<file path="config.mk">
export PLATFORM = sky130hd
export DESIGN_NAME = dmem_arbiter
export DESIGN_NICKNAME = d
export VERILOG_FILES = /design/src/rtl/dmem_arbiter_pkg.sv /design/src/rtl/dmem_arb_rsp.sv /design/src/rtl/dmem_arbiter.sv
export SDC_FILE = /design/constraint.sdc
export NUM_CORES = 1
export LEC_CHECK = 0
export ABC_AREA = 1
export CAP_MARGIN = 20
export CELL_PAD_IN_SITES_DETAIL_PLACEMENT = 0
export CELL_PAD_IN_SITES_GLOBAL_PLACEMENT = 1
export CORE_MARGIN = 2
export CORE_UTILIZATION = 11
export CTS_CLUSTER_DIAMETER = 50
export DETAILED_ROUTE_END_ITERATION = 12
export PLACE_DENSITY = 0.88
export SLEW_MARGIN = 40
export SYNTH_ARGS = -nofsm -noshare
export SYNTH_HDL_FRONTEND = slang
export SYNTH_SLANG_ARGS = --single-unit
</file>
<file path="constraint.sdc">
create_clock -name clk -period 2.9 [get_ports clk]
set_input_delay 0.29 -clock clk [delete_from_list [all_inputs] [get_ports clk]]
set_output_delay 0.29 -clock clk [all_outputs]
set_load 0.02 [all_outputs]
</file>
<file path="src/rtl/dmem_arbiter_pkg.sv">
// -----------------------------------------------------------------------------
// dmem_arbiter_pkg
// Shared definitions for the data-memory arbiter slice.
//   dmem_arb_state_e : arbitration FSM states (free / aux locked burst)
//   DMEM_OWN_*       : read-owner tag carried from grant to read return
//   WAIT_CNT_W       : width of the aux starvation counter (AUX_WAIT_MAX <= 15)
// -----------------------------------------------------------------------------
package dmem_arbiter_pkg;

    typedef enum logic {
        DMEM_ARB_FREE = 1'b0,
        DMEM_ARB_LOCK = 1'b1
    } dmem_arb_state_e;

    localparam logic DMEM_OWN_CPU = 1'b0;
    localparam logic DMEM_OWN_AUX = 1'b1;

    localparam int WAIT_CNT_W = 4;

endpackage

</file>
<file path="src/rtl/dmem_arb_rsp.sv">
// -----------------------------------------------------------------------------
// dmem_arb_rsp
// Read-return path: remembers which requester issued the read granted last
// cycle and steers the memory's 1-cycle-late read data to it.
// Ports:
//   clk, resetn        : clock, synchronous active-low reset
//   rd_issue_i         : a read was granted this cycle
//   rd_owner_i         : owner of that read (DMEM_OWN_CPU / DMEM_OWN_AUX)
//   mem_q_i            : memory read data
//   cpu_rvalid_o/rdata : CPU read response
//   aux_rvalid_o/rdata : aux read response
// -----------------------------------------------------------------------------
module dmem_arb_rsp
    import dmem_arbiter_pkg::*;
(
    input  logic        clk,
    input  logic        resetn,
    input  logic        rd_issue_i,
    input  logic        rd_owner_i,
    input  logic [31:0] mem_q_i,
    output logic        cpu_rvalid_o,
    output logic [31:0] cpu_rdata_o,
    output logic        aux_rvalid_o,
    output logic [31:0] aux_rdata_o
);

    logic rd_pend_q;
    logic rd_owner_q;

    always_ff @(posedge clk) begin
        if (!resetn) begin
            rd_pend_q  <= 1'b0;
            rd_owner_q <= DMEM_OWN_CPU;
        end else begin
            rd_pend_q  <= rd_issue_i;
            rd_owner_q <= rd_owner_i;
        end
    end

    // resetn gating keeps a read issued just before reset from surfacing
    // while reset is being applied.
    assign cpu_rvalid_o = resetn & rd_pend_q & (rd_owner_q == DMEM_OWN_CPU);
    assign aux_rvalid_o = resetn & rd_pend_q & (rd_owner_q == DMEM_OWN_AUX);
    assign cpu_rdata_o  = cpu_rvalid_o ? mem_q_i : 32'h0;
    assign aux_rdata_o  = aux_rvalid_o ? mem_q_i : 32'h0;

endmodule

</file>
<file path="src/rtl/dmem_arbiter.sv">
// -----------------------------------------------------------------------------
// dmem_arbiter
// Arbitrates the single-port data memory between the CPU MEM stage (port 0)
// and an auxiliary master (port 1), with locked aux bursts and aux starvation
// protection.
// Handshake: a requester holds req_i (and its bundle) stable until it sees
// gnt_o high in the same cycle; gnt_o is combinational and the access is
// issued to memory in that cycle. Read data returns on rvalid_o exactly one
// cycle after the grant; writes never produce rvalid_o.
// Ports:
//   clk, resetn              : clock, synchronous active-low reset
//   cpu_* / aux_*            : request bundles and responses
//   aux_lock_i               : keep ownership after this aux grant
//   cpu_stall_o              : cpu_req_i & ~cpu_gnt_o
//   mem_*                    : memory interface (active-low ceb/web)
//   dbg_state_o              : FSM state (0=free, 1=aux locked)
//   dbg_aux_wait_o           : aux starvation counter
//   perf_conflict_o          : cycles with both requests high   (DMEM_ARB_PERF_EN)
//   perf_cpu_stall_o         : cycles with cpu_stall_o high     (DMEM_ARB_PERF_EN)
// Build option: define DMEM_ARB_PERF_EN to add the saturating perf counters.
// -----------------------------------------------------------------------------
module dmem_arbiter
    import dmem_arbiter_pkg::*;
#(
    parameter int AW           = 10,
    parameter int AUX_WAIT_MAX = 4
) (
    input  logic                  clk,
    input  logic                  resetn,
    input  logic                  cpu_req_i,
    input  logic                  cpu_we_i,
    input  logic [AW-1:0]         cpu_addr_i,
    input  logic [3:0]            cpu_mask_i,
    input  logic [31:0]           cpu_wdata_i,
    output logic                  cpu_gnt_o,
    output logic                  cpu_rvalid_o,
    output logic [31:0]           cpu_rdata_o,
    input  logic                  aux_req_i,
    input  logic                  aux_we_i,
    input  logic [AW-1:0]         aux_addr_i,
    input  logic [3:0]            aux_mask_i,
    input  logic [31:0]           aux_wdata_i,
    input  logic                  aux_lock_i,
    output logic                  aux_gnt_o,
    output logic                  aux_rvalid_o,
    output logic [31:0]           aux_rdata_o,
    output logic                  cpu_stall_o,
    output logic                  mem_ceb_o,
    output logic                  mem_web_o,
    output logic [AW-1:0]         mem_addr_o,
    output logic [3:0]            mem_mask_o,
    output logic [31:0]           mem_d_o,
    input  logic [31:0]           mem_q_i,
`ifdef DMEM_ARB_PERF_EN
    output logic [15:0]           perf_conflict_o,
    output logic [15:0]           perf_cpu_stall_o,
`endif
    output logic                  dbg_state_o,
    output logic [WAIT_CNT_W-1:0] dbg_aux_wait_o
);

    localparam logic [WAIT_CNT_W-1:0] WAIT_MAX = WAIT_CNT_W'(AUX_WAIT_MAX);

    dmem_arb_state_e       state_q, state_d;
    logic [WAIT_CNT_W-1:0] aux_wait_q, aux_wait_d;
    logic                  aux_force;
    logic                  rd_issue;
    logic                  rd_owner;

    assign aux_force = aux_req_i & (aux_wait_q == WAIT_MAX);

    always_ff @(posedge clk) begin
        if (!resetn) begin
            state_q    <= DMEM_ARB_FREE;
            aux_wait_q <= '0;
        end else begin
            state_q    <= state_d;
            aux_wait_q <= aux_wait_d;
        end
    end

    // Arbitration and next state. Grants are suppressed while resetn is low.
    always_comb begin
        state_d   = state_q;
        cpu_gnt_o = 1'b0;
        aux_gnt_o = 1'b0;
        if (resetn) begin
            case (state_q)
                DMEM_ARB_FREE: begin
                    if (aux_force) begin
                        aux_gnt_o = 1'b1;
                    end else if (cpu_req_i) begin
                        cpu_gnt_o = 1'b1;
                    end else if (aux_req_i) begin
                        aux_gnt_o = 1'b1;
                    end
                    if (aux_gnt_o && aux_lock_i) begin
                        state_d = DMEM_ARB_LOCK;
                    end
                end
                DMEM_ARB_LOCK: begin
                    aux_gnt_o = aux_req_i;
                    // The lock ends with any cycle where aux drops aux_lock_i,
                    // even an idle one.
                    if (!aux_lock_i) begin
                        state_d = DMEM_ARB_FREE;
                    end
                end
                default: state_d = DMEM_ARB_FREE;
            endcase
        end
    end

    // Starvation counter: saturates at WAIT_MAX, which forces the next aux win.
    always_comb begin
        aux_wait_d = aux_wait_q;
        if (aux_gnt_o) begin
            aux_wait_d = '0;
        end else if (aux_req_i && (aux_wait_q != WAIT_MAX)) begin
            aux_wait_d = aux_wait_q + 1'b1;
        end
    end

    // Memory-side mux; all data fields are zero when nothing is granted.
    always_comb begin
        mem_ceb_o  = 1'b1;
        mem_web_o  = 1'b1;
        mem_addr_o = '0;
        mem_mask_o = 4'h0;
        mem_d_o    = 32'h0;
        if (cpu_gnt_o) begin
            mem_ceb_o  = 1'b0;
            mem_web_o  = ~cpu_we_i;
            mem_addr_o = cpu_addr_i;
            mem_mask_o = cpu_we_i ? cpu_mask_i : 4'h0;
            mem_d_o    = cpu_wdata_i;
        end else if (aux_gnt_o) begin
            mem_ceb_o  = 1'b0;
            mem_web_o  = ~aux_we_i;
            mem_addr_o = aux_addr_i;
            mem_mask_o = aux_we_i ? aux_mask_i : 4'h0;
            mem_d_o    = aux_wdata_i;
        end
    end

    assign cpu_stall_o    = cpu_req_i & ~cpu_gnt_o;
    assign rd_issue       = (cpu_gnt_o & ~cpu_we_i) | (aux_gnt_o & ~aux_we_i);
    assign rd_owner       = aux_gnt_o ? DMEM_OWN_AUX : DMEM_OWN_CPU;
    assign dbg_state_o    = state_q;
    assign dbg_aux_wait_o = aux_wait_q;

    dmem_arb_rsp u_rsp (
        .clk          (clk),
        .resetn       (resetn),
        .rd_issue_i   (rd_issue),
        .rd_owner_i   (rd_owner),
        .mem_q_i      (mem_q_i),
        .cpu_rvalid_o (cpu_rvalid_o),
        .cpu_rdata_o  (cpu_rdata_o),
        .aux_rvalid_o (aux_rvalid_o),
        .aux_rdata_o  (aux_rdata_o)
    );

`ifdef DMEM_ARB_PERF_EN
    logic [15:0] perf_conflict_q, perf_conflict_d;
    logic [15:0] perf_stall_q, perf_stall_d;

    always_comb begin
        perf_conflict_d = perf_conflict_q;
        perf_stall_d    = perf_stall_q;
        if (cpu_req_i && aux_req_i && (perf_conflict_q != 16'hFFFF)) begin
            perf_conflict_d = perf_conflict_q + 16'd1;
        end
        if (cpu_stall_o && (perf_stall_q != 16'hFFFF)) begin
            perf_stall_d = perf_stall_q + 16'd1;
        end
    end

    always_ff @(posedge clk) begin
        if (!resetn) begin
            perf_conflict_q <= 16'h0;
            perf_stall_q    <= 16'h0;
        end else begin
            perf_conflict_q <= perf_conflict_d;
            perf_stall_q    <= perf_stall_d;
        end
    end

    assign perf_conflict_o  = perf_conflict_q;
    assign perf_cpu_stall_o = perf_stall_q;
`endif

endmodule
</file>
=== After elaboration in Yosys (flattened, before gate mapping) ===
Index checks and enable logic that the tools add are counted.

* Logic and storage cells: 53
* Memory bits (read-only): 0
* Bits in writable memories: 0
* Memories kept: 0
* Bits in registers: 7
* Bits in latches: 0
* Input port bits: 131

* Shifts and indexed selects: 0
* Divide/modulo/power cells: 0
* Reduce and logical (&&, ||, !) cells: 3
* Multiply operators: 0
* Bitwise logic cells: 14
* $lt $le $gt $ge: 0
* $add $sub $neg: 1
* Multiplexer cells: 29
* Eq/ne operators: 2

{| class="wikitable"
|+ Operators with widths
! cell !! count
|-
| 32-bit 2-to-1 mux || 4
|-
| 10-bit 2-to-1 mux || 2
|-
| 1-bit 2-to-1 mux || 17
|-
| 4-bit 2-to-1 mux || 4
|-
| 1-bit AND || 7
|-
| 1-bit inverter || 6
|-
| 4-bit by 1-bit adder with 4-bit output (second input constant) || 1
|-
| 4-bit by 3-bit == test with 1-bit output (second input constant) || 1
|-
| 4-bit by 3-bit inequality test with 1-bit output (second input constant) || 1
|-
| 1-bit one-hot mux with 2 select lines || 2
|-
| 1-bit logical AND || 2
|-
| 2-bit OR reduction || 1
|-
| 1-bit bitwise OR || 1
|}

=== Longest topological paths before layout ===
Gate-level depths: netlist of the first run.

* Word-level depth: 9
* Depth in mapped cells: 9

=== Cells and area by module ===
From an unflattened synthesis of the first run, not the netlist that was laid out.

* Cells, all modules: 335
* Area total of the unflattened synthesis: 1755.4 um^2

{| class="wikitable"
|+ Modules (own cells, without submodules)
! module !! times used !! area each (um^2) !! cells an instance
|-
| dmem_arbiter || 1 || 1138.6 || 222
|-
| dmem_arb_rsp || 1 || 616.8 || 113
|}

=== Least setup slack after synthesis of the first run ===
No wires, ideal clock.

* Path kind: register to output
* Start point: register aux_wait_q[0], in the netlist dbg_aux_wait_o[0]
* End point: output port mem_addr_o[1]
* Arrival time: 1.528 ns
* Path slack: 1.082 ns
* Cell stages (with the launch flop): 9
* Required time: 2.610 ns
* Cell sequence: dfxtp_1 inv_1 ha_1 nand4_1 nand2_1 inv_2 buf_2 nand2_1 nand2_1

* Elaborated cells on any way between the ends: 12

{| class="wikitable"
|+ RTL lines
! what !! line !! source
|-
| start, declared || dmem_arbiter.sv:65 || <nowiki>logic [WAIT_CNT_W-1:0] aux_wait_q, aux_wait_d;</nowiki>
|-
| start signal, assigned || dmem_arbiter.sv:78 || <nowiki>aux_wait_q <= aux_wait_d;</nowiki>
|-
| 4-bit by 3-bit == test with 1-bit output || dmem_arbiter.sv:70 || <nowiki>assign aux_force = aux_req_i & (aux_wait_q == WAIT_MAX);</nowiki>
|-
| 1-bit AND || dmem_arbiter.sv:70 ||
|-
| 1-bit 2-to-1 mux || dmem_arbiter.sv:90 || <nowiki>if (aux_force) begin</nowiki>
|-
| 1-bit 2-to-1 mux || dmem_arbiter.sv:88 || <nowiki>case (state_q)</nowiki>
|-
| 1-bit 2-to-1 mux || dmem_arbiter.sv:87 || <nowiki>if (resetn) begin</nowiki>
|-
| via cpu_gnt_o || dmem_arbiter.sv:35 || <nowiki>output logic cpu_gnt_o,</nowiki>
|-
| 10-bit 2-to-1 mux || dmem_arbiter.sv:131 || <nowiki>if (cpu_gnt_o) begin</nowiki>
|-
| end, declared || dmem_arbiter.sv:50 || <nowiki>output logic [AW-1:0] mem_addr_o,</nowiki>
|}

The timed path passes the listed nets, and every way through them passes these cells. The select of a mux whose other input is x is not followed.

=== Final worst setup path of the first run ===
* Start point: input port aux_req_i
* End point: output port mem_d_o[21]

* Word-level cells in the longest chain between the ends: 9
* Elaborated cells on any way between the ends: 13

{| class="wikitable"
|+ RTL lines
! what !! line !! source
|-
| start, declared || dmem_arbiter.sv:38 || <nowiki>input logic aux_req_i,</nowiki>
|-
| 1-bit 2-to-1 mux || dmem_arbiter.sv:94 || <nowiki>end else if (aux_req_i) begin</nowiki>
|-
| 1-bit 2-to-1 mux || dmem_arbiter.sv:92 || <nowiki>end else if (cpu_req_i) begin</nowiki>
|-
| 1-bit 2-to-1 mux || dmem_arbiter.sv:90 ||
|-
| 1-bit 2-to-1 mux || dmem_arbiter.sv:88 ||
|-
| 1-bit 2-to-1 mux || dmem_arbiter.sv:87 ||
|-
| 1-bit one-hot mux with 2 select lines || dmem_arbiter.sv:88 ||
|-
| 1-bit 2-to-1 mux || dmem_arbiter.sv:87 ||
|-
| 32-bit 2-to-1 mux || dmem_arbiter.sv:137 || <nowiki>end else if (aux_gnt_o) begin</nowiki>
|-
| 32-bit 2-to-1 mux * || dmem_arbiter.sv:131 ||
|-
| end, declared || dmem_arbiter.sv:52 || <nowiki>output logic [31:0] mem_d_o,</nowiki>
|}

Every way passes the cells marked *; elsewhere a longest branch is shown, timed or not. The select of a mux whose other input is x is not followed.

==> results.yml, run 1 <==
die:
  ioPinCount: 253
  dieArea_sq_um: 13990
  num_rows: 41
  die-height_um: 118.3
  core_sq_um: 12670
  die_w_um: 118.3
  start_util_pct: 11.34
clocking:
  htreeDepth: 1
  cts_hold_buf: 0
  clock_latency_ps: 230
  clk_pin_slew_worst_paths_ps: 40
  clockRootBuffer: "clkbuf_16"
  cts_buffer_depth: 2
  cts_buffers: 3
  clock-sinks: 7
  cts_tree: "built"
synth:
  syn_inst: 306
  synth_nets: 439
  synth.distinct_cells: 21
  ys.warnings.count: 0
  syn_avg_cell_area_sq_um: 4.694
  synth_seq_area_share_pct: 9.756
  ys_seq_elements: 7
  netlist_area_sq_um: 1436
setup_path:
  max_stage_delay_ps: 590
  cpMostUsedCell: "nand2_1"
  worst-path-max-fanout: 25
  cp_cell_sequence: "clkdlybuf4s50_1 > nand4_1 > nand2_1 > clkinv_2 > buf_12 > nand2_1 > nand2_1 > clkdlybuf4s50_1"
  worstPathArrival_ps: 2450
  crit_required_ps: 2610
  critPathSlowestCell: "clkdlybuf4s50_1"
  path_class: "in2out"
  start_kind: "primary input"
  critPathCaptureType: "primary output"
power:
  total_power_mw: 0.8574
  power_density_nw_per_um2: 202.6
  max-vdd-ir-drop_mv: 0.1367
  p_leak_nw: 1.910
timing:
  period_needed_ps: 2736
  worstMarginPinSlew_ps: 375.0
  setup_viol: 0
  skew_ps: 0.2495
  period_share_pct: 94.36
  hold_viol: 0
  fmax_mhz: 365.5
  rsz0062_at_grt: "false"
  drv_slew: 0
  tns_ps: 0
  relSlewSlack_pct: 75.00
final_layout:
  multi_input_area_sq_um: 1006
  final_cell_mix: "clkdlybuf4s50_1 (252), nand2_1 (132), nor2_1 (67)"
  fin_area_sq_um: 4233
  seq_area_sq_um: 140.1
  fin_util_pct: 33.41
  final_nets: 690
  layout_commonest_cell: "clkdlybuf4s50_1"
  drive_gt1_share_pct: 5.216
  n_fill_cell: 1366
  area_growth_pct: 194.7
drt:
  first_pass_iters: 4
  route.met3.wl_um: 1042
  ant_nets: 0
  routed_wl_um: 8182
  vias: 2672
  drc: 0
  routed.top_layer: "met4"
  wl_per_cell_um: 11.22
  met1Wirelength_um: 3061
  viasPerCell: 3.665
  dr.first_iter.drc_count: 45
  met2_length_um: 3929
global_route:
  grt_max_degree: 34
  antenna_found_initial: 1
  grt_util_all_layers_pct: 10.78
  grt-ovfl-total: 0
  grt_pass1_wl_um: 12340
  grt_pass1_vias: 2548
placement:
  dp_hpwl_um: 7040
  portBuffers: 252
  place.gp.congestion: 0.7613
  place_area_sq_um: 4148
job:
  maxCapViolations: 0
worst_hold_path:
  hold_path_class: "reg2reg"
run_status:
  status: "finished, final reports clean"
[cell type report]
type / instances / share of cell area (%)
Inverter: 45 / 4.138
Clock buffer: 4 / 1.862
Sequential cell: 7 / 3.311
Antenna cell: 1 / 0.05912
Tap cell: 172 / 5.084
Multi-Input combinational cell: 239 / 23.77
Timing Repair Buffer: 261 / 61.78
[through the flow]
stage	hold slack [ps]	cells	setup slack (ps)
after floorplan	402.3	306	1082
after global routing	566.7	729	19.69
after detailed placement	496.1	724	150.8
final	503.1	729	163.7
after global placement	485.6	724	214.0
after CTS	501.4	728	117.3
[power by group]
part	leakage [nW]	switching [mW]	internal (mW)	total [mW]
clock	0.0382	0.0527	0.183	0.236
combinational	1.81	0.220	0.297	0.517
sequential	0.0571	0.00364	0.101	0.104
[metal layers]
metal | global-route usage [%] | vias to the layer above
met5 | 0 | -
met4 | 2.636 | 0
met2 | 20.05 | 175
li1 | - | 1390
met1 | 11.02 | 1097
met3 | 4.633 | 10
[worst paths after layout]
kind | to | cells after the start | slack, ps | start
setup / recovery | mem_d_o[21] | 8 | 160 | aux_req_i
hold / removal | dbg_aux_wait_o[3]$_SDFFE_PP0P_ | 2 | 500 | dbg_aux_wait_o[3]$_SDFFE_PP0P_
setup reg to reg | u_rsp.rd_pend_q$_SDFF_PN0_ | 6 | 1490 | dbg_aux_wait_o[0]$_SDFFE_PP0P_
hold reg to reg | dbg_aux_wait_o[3]$_SDFFE_PP0P_ | 2 | 500 | dbg_aux_wait_o[3]$_SDFFE_PP0P_
[kinds of logic (layout without fill, tap and decap cells)]
family,Yosys count,after routing,share of synthesized area [%]
compound gates,10,10,3.484
xor+xnor,1,1,0.6099
fa+ha+maj,2,2,1.742
buf+inv,60,310,20.21
flops,7,7,9.756
other cells,0,1,0
simple gates,226,226,64.20
[Yosys cell counts]
library cell  count  share of area, %
nand2_1         132                34
nor2_1           67                18
inv_1            42                11
nand2_2          10               4.4
nand3_1          10               3.5
dfxtp_1           7               9.8
buf_6             6               4.7
o21ai_0           6               2.1
buf_2             5               1.7
a21oi_1           4               1.4
clkbuf_1          3              0.78
ha_1              2               1.7
inv_2             2              0.52
nand4_1           2              0.87
nor3_2            2               1.4
and3_1            1              0.44
buf_8             1               1.0
inv_4             1              0.44
nand3_4           1               1.2
or2_2             1              0.44
xor2_1            1              0.61
[state kept, by name, summed over array words and instances (netlist names)]
name and flops:
dbg_aux_wait_o 4, dbg_state_o 1, u_rsp.rd_owner_q 1, u_rsp.rd_pend_q 1
[worst max-delay path, delay by kind of cell]
family / cells / cell delay (ps)
buffers and inverters: 4 / 1660
and+or+nand+nor: 4 / 480
[repair_timing]
action                                  in CTS  in global routing
gates resized for setup                      0                  2
endpoints found under the setup margin       0                  9
buffers inserted                             0                  0
(Power assumes the default switching activity.)
==> run 2, diff against run 1 <==
--- a/config.mk
+++ b/config.mk
@@ -13,6 +13,7 @@
 export CORE_UTILIZATION = 11
 export CTS_CLUSTER_DIAMETER = 50
 export DETAILED_ROUTE_END_ITERATION = 12
+export HOLD_SLACK_MARGIN = 0.1
 export PLACE_DENSITY = 0.88
 export SLEW_MARGIN = 40
 export SYNTH_ARGS = -nofsm -noshare
==> results of run 2 <==
The final DEF is identical to that of run 1; final timing and power are the same.
==> run 3, diff against run 2 <==
==> constraint.sdc (replaced) <==
create_clock -name clk -period 2.95 [get_ports clk]
set_input_delay 0.295 -clock clk [delete_from_list [all_inputs] [get_ports clk]]
set_output_delay 0.295 -clock clk [all_outputs]
set_load 0.02 [all_outputs]
==> run 3 against run 2 <==
  * Wire length shrank 2.4%
  * Non-clock buffer count is 1 lower
  * Critical path depth is 1 higher
  * Largest cell class unchanged
  * Sequential share of layout area about the same
  * Sequential power is essentially flat
  * Flip-flop and latch count is the same
  * Combinational power decreased by 2%
  * Utilization fell by 0.11 points
  * Final cell count shrank 0.27%
==> results.yml, run 3 (synthesis gave the netlist of run 1 again) <==
run_status:
  status: "finished, final reports clean"
power:
  comb_power_share_pct: 60.5
  switchingPower_mw: 0.2676
  pwr-share-clk_pct: 27.3
  power_density_nw_per_um2: 198.5
  max-vdd-ir-drop_mv: 0.1509
  pwr-share-seq_pct: 12.2
  intPower_mw: 0.5697
  p_leak_nw: 1.906
  switching_share_pct: 31.96
final_layout:
  final_nets: 689
  area_growth_pct: 193.7
  n_fill_cell: 1395
  largest_register_ffs: 4
  layout_commonest_cell: "clkdlybuf4s50_1"
  finalNonFillerCells: 727
  seq_area_sq_um: 140.1
  antenna_cells: 0
  multi_input_area_sq_um: 1006
  final_cell_mix: "clkdlybuf4s50_1 (252), nand2_1 (132), nor2_1 (67)"
  drive_gt1_share_pct: 5.045
global_route:
  grt_pass1_wl_um: 12750
  antenna_found_initial: 0
  grt-ovfl-total: 0
  grt_pass1_vias: 2561
  grt_util_all_layers_pct: 11.03
  grt_max_degree: 34
setup_path:
  path_class: "in2out"
  critPathCaptureType: "primary output"
  max_stage_delay_ps: 590
  critPathSlowestCell: "clkdlybuf4s50_1"
  start_kind: "primary input"
  cp_cell_sequence: "clkdlybuf4s50_1 > nand4_1 > nand2_2 > nand3_4 > inv_4 > buf_12 > nand2_1 > nand2_1 > clkdlybuf4s50_1"
  crit_required_ps: 2650
  worst-path-max-fanout: 24
  worstPathArrival_ps: 2470
placement:
  dp_hpwl_um: 6901
  portBuffers: 252
  placed_cells: 723
  place.gp.congestion: 0.7976
die:
  dieArea_sq_um: 13990
  die-height_um: 118.3
  num_rows: 41
  die_w_um: 118.3
  core_sq_um: 12670
  ioPinCount: 253
  start_util_pct: 11.34
timing:
  relSlewSlack_pct: 76.25
  rsz0062_at_grt: "false"
  skew_ps: 1.263
  worstMarginPinSlew_ps: 356.3
  drv_slew: 0
  setup_viol: 0
  tns_ps: 0
  fmax_mhz: 361.6
  hold_viol: 0
  period_needed_ps: 2765
  period_share_pct: 93.74
job:
  maxCapViolations: 0
clocking:
  clockRootBuffer: "clkbuf_16"
  cts_resized: 0
  clock-sinks: 7
  cts_buffer_depth: 2
  post_cts_buffers: 0
  cts_hold_buf: 0
  htreeDepth: 1
  clock_latency_ps: 230
  cts_buffers: 3
  clk_pin_slew_worst_paths_ps: 40
  cts_tree: "built"
drt:
  ant_nets: 0
  dr.first_iter.drc_count: 47
  routed_wl_um: 7984
  wl_per_cell_um: 10.98
  viasPerCell: 3.649
  vias: 2653
  drc: 0
  first_pass_iters: 4
worst_hold_path:
  hold_path_class: "reg2reg"
## run 3: changes by cell type in the layout (fill, tap and decap cells not counted)
cell      before  now
buf_4          7    6
clkinv_2       1    0
diode_2        1    0
inv_2          1    2
inv_4          0    1
inv_6          1    0
## run 3: metal layers
metal | vias up | share of wire (%) | global-route usage (%)
li1 | 1387 | - | -
met1 | 1100 | 39 | 12.16
met2 | 162 | 48 | 20.34
met3 | 4 | 11 | 3.909
met4 | 0 | 1.1 | 2.108
met5 | - | 0 | 0
## run 3: cell type report
class	instances	area share [%]
multi-input cells	239	23.84
well taps	172	5.101
clock buffers	4	1.868
flip-flops and latches	7	3.321
inverters	45	4.063
repair buffers	260	61.80
## run 3: per-stage QoR
step | cell area (sq um) | setup WS, ps | hold WS [ps] | util, % | power (mW)
after global placement | 4140 | 200.3 | 479.7 | 32.68 | 0.6161
after detailed placement | 4140 | 161.6 | 493.9 | 32.68 | 0.6141
final | 4219 | 184.6 | 501.9 | 33.30 | 0.8374
after floorplan | 1436 | 1127 | 407.3 | - | 0.2925
after global routing | 4219 | 2.579 | 546.6 | 33.30 | 0.8912
after CTS | 4219 | 157.1 | 501.2 | 33.30 | 0.8469
## run 3: path summary, 6_finish.rpt
kind                            slack [ps]  cells after the start                             end                           start
worst min register to register         500                      2  dbg_aux_wait_o[3]$_SDFFE_PP0P_  dbg_aux_wait_o[3]$_SDFFE_PP0P_
worst max-delay path                   180                      9                     mem_d_o[12]                       aux_req_i
worst min-delay path                   500                      2  dbg_aux_wait_o[3]$_SDFFE_PP0P_  dbg_aux_wait_o[3]$_SDFFE_PP0P_
worst max register to register        1570                      6      u_rsp.rd_pend_q$_SDFF_PN0_  dbg_aux_wait_o[0]$_SDFFE_PP0P_
## run 3: power by group through the flow
stage               registers, mW  logic [mW]  clock network (mW)
global placement            0.104       0.512                   0
finish                      0.102       0.506               0.229
floorplan                   0.106       0.187                   0
detailed placement          0.104       0.510                   0
global route                0.103       0.548               0.240
CTS                         0.102       0.513               0.232
## run 3: critical path, delay by kind of cell
kind | cells | cell delay, ps
AND/OR/NAND/NOR | 5 | 570
buffers and inverters | 4 | 1580
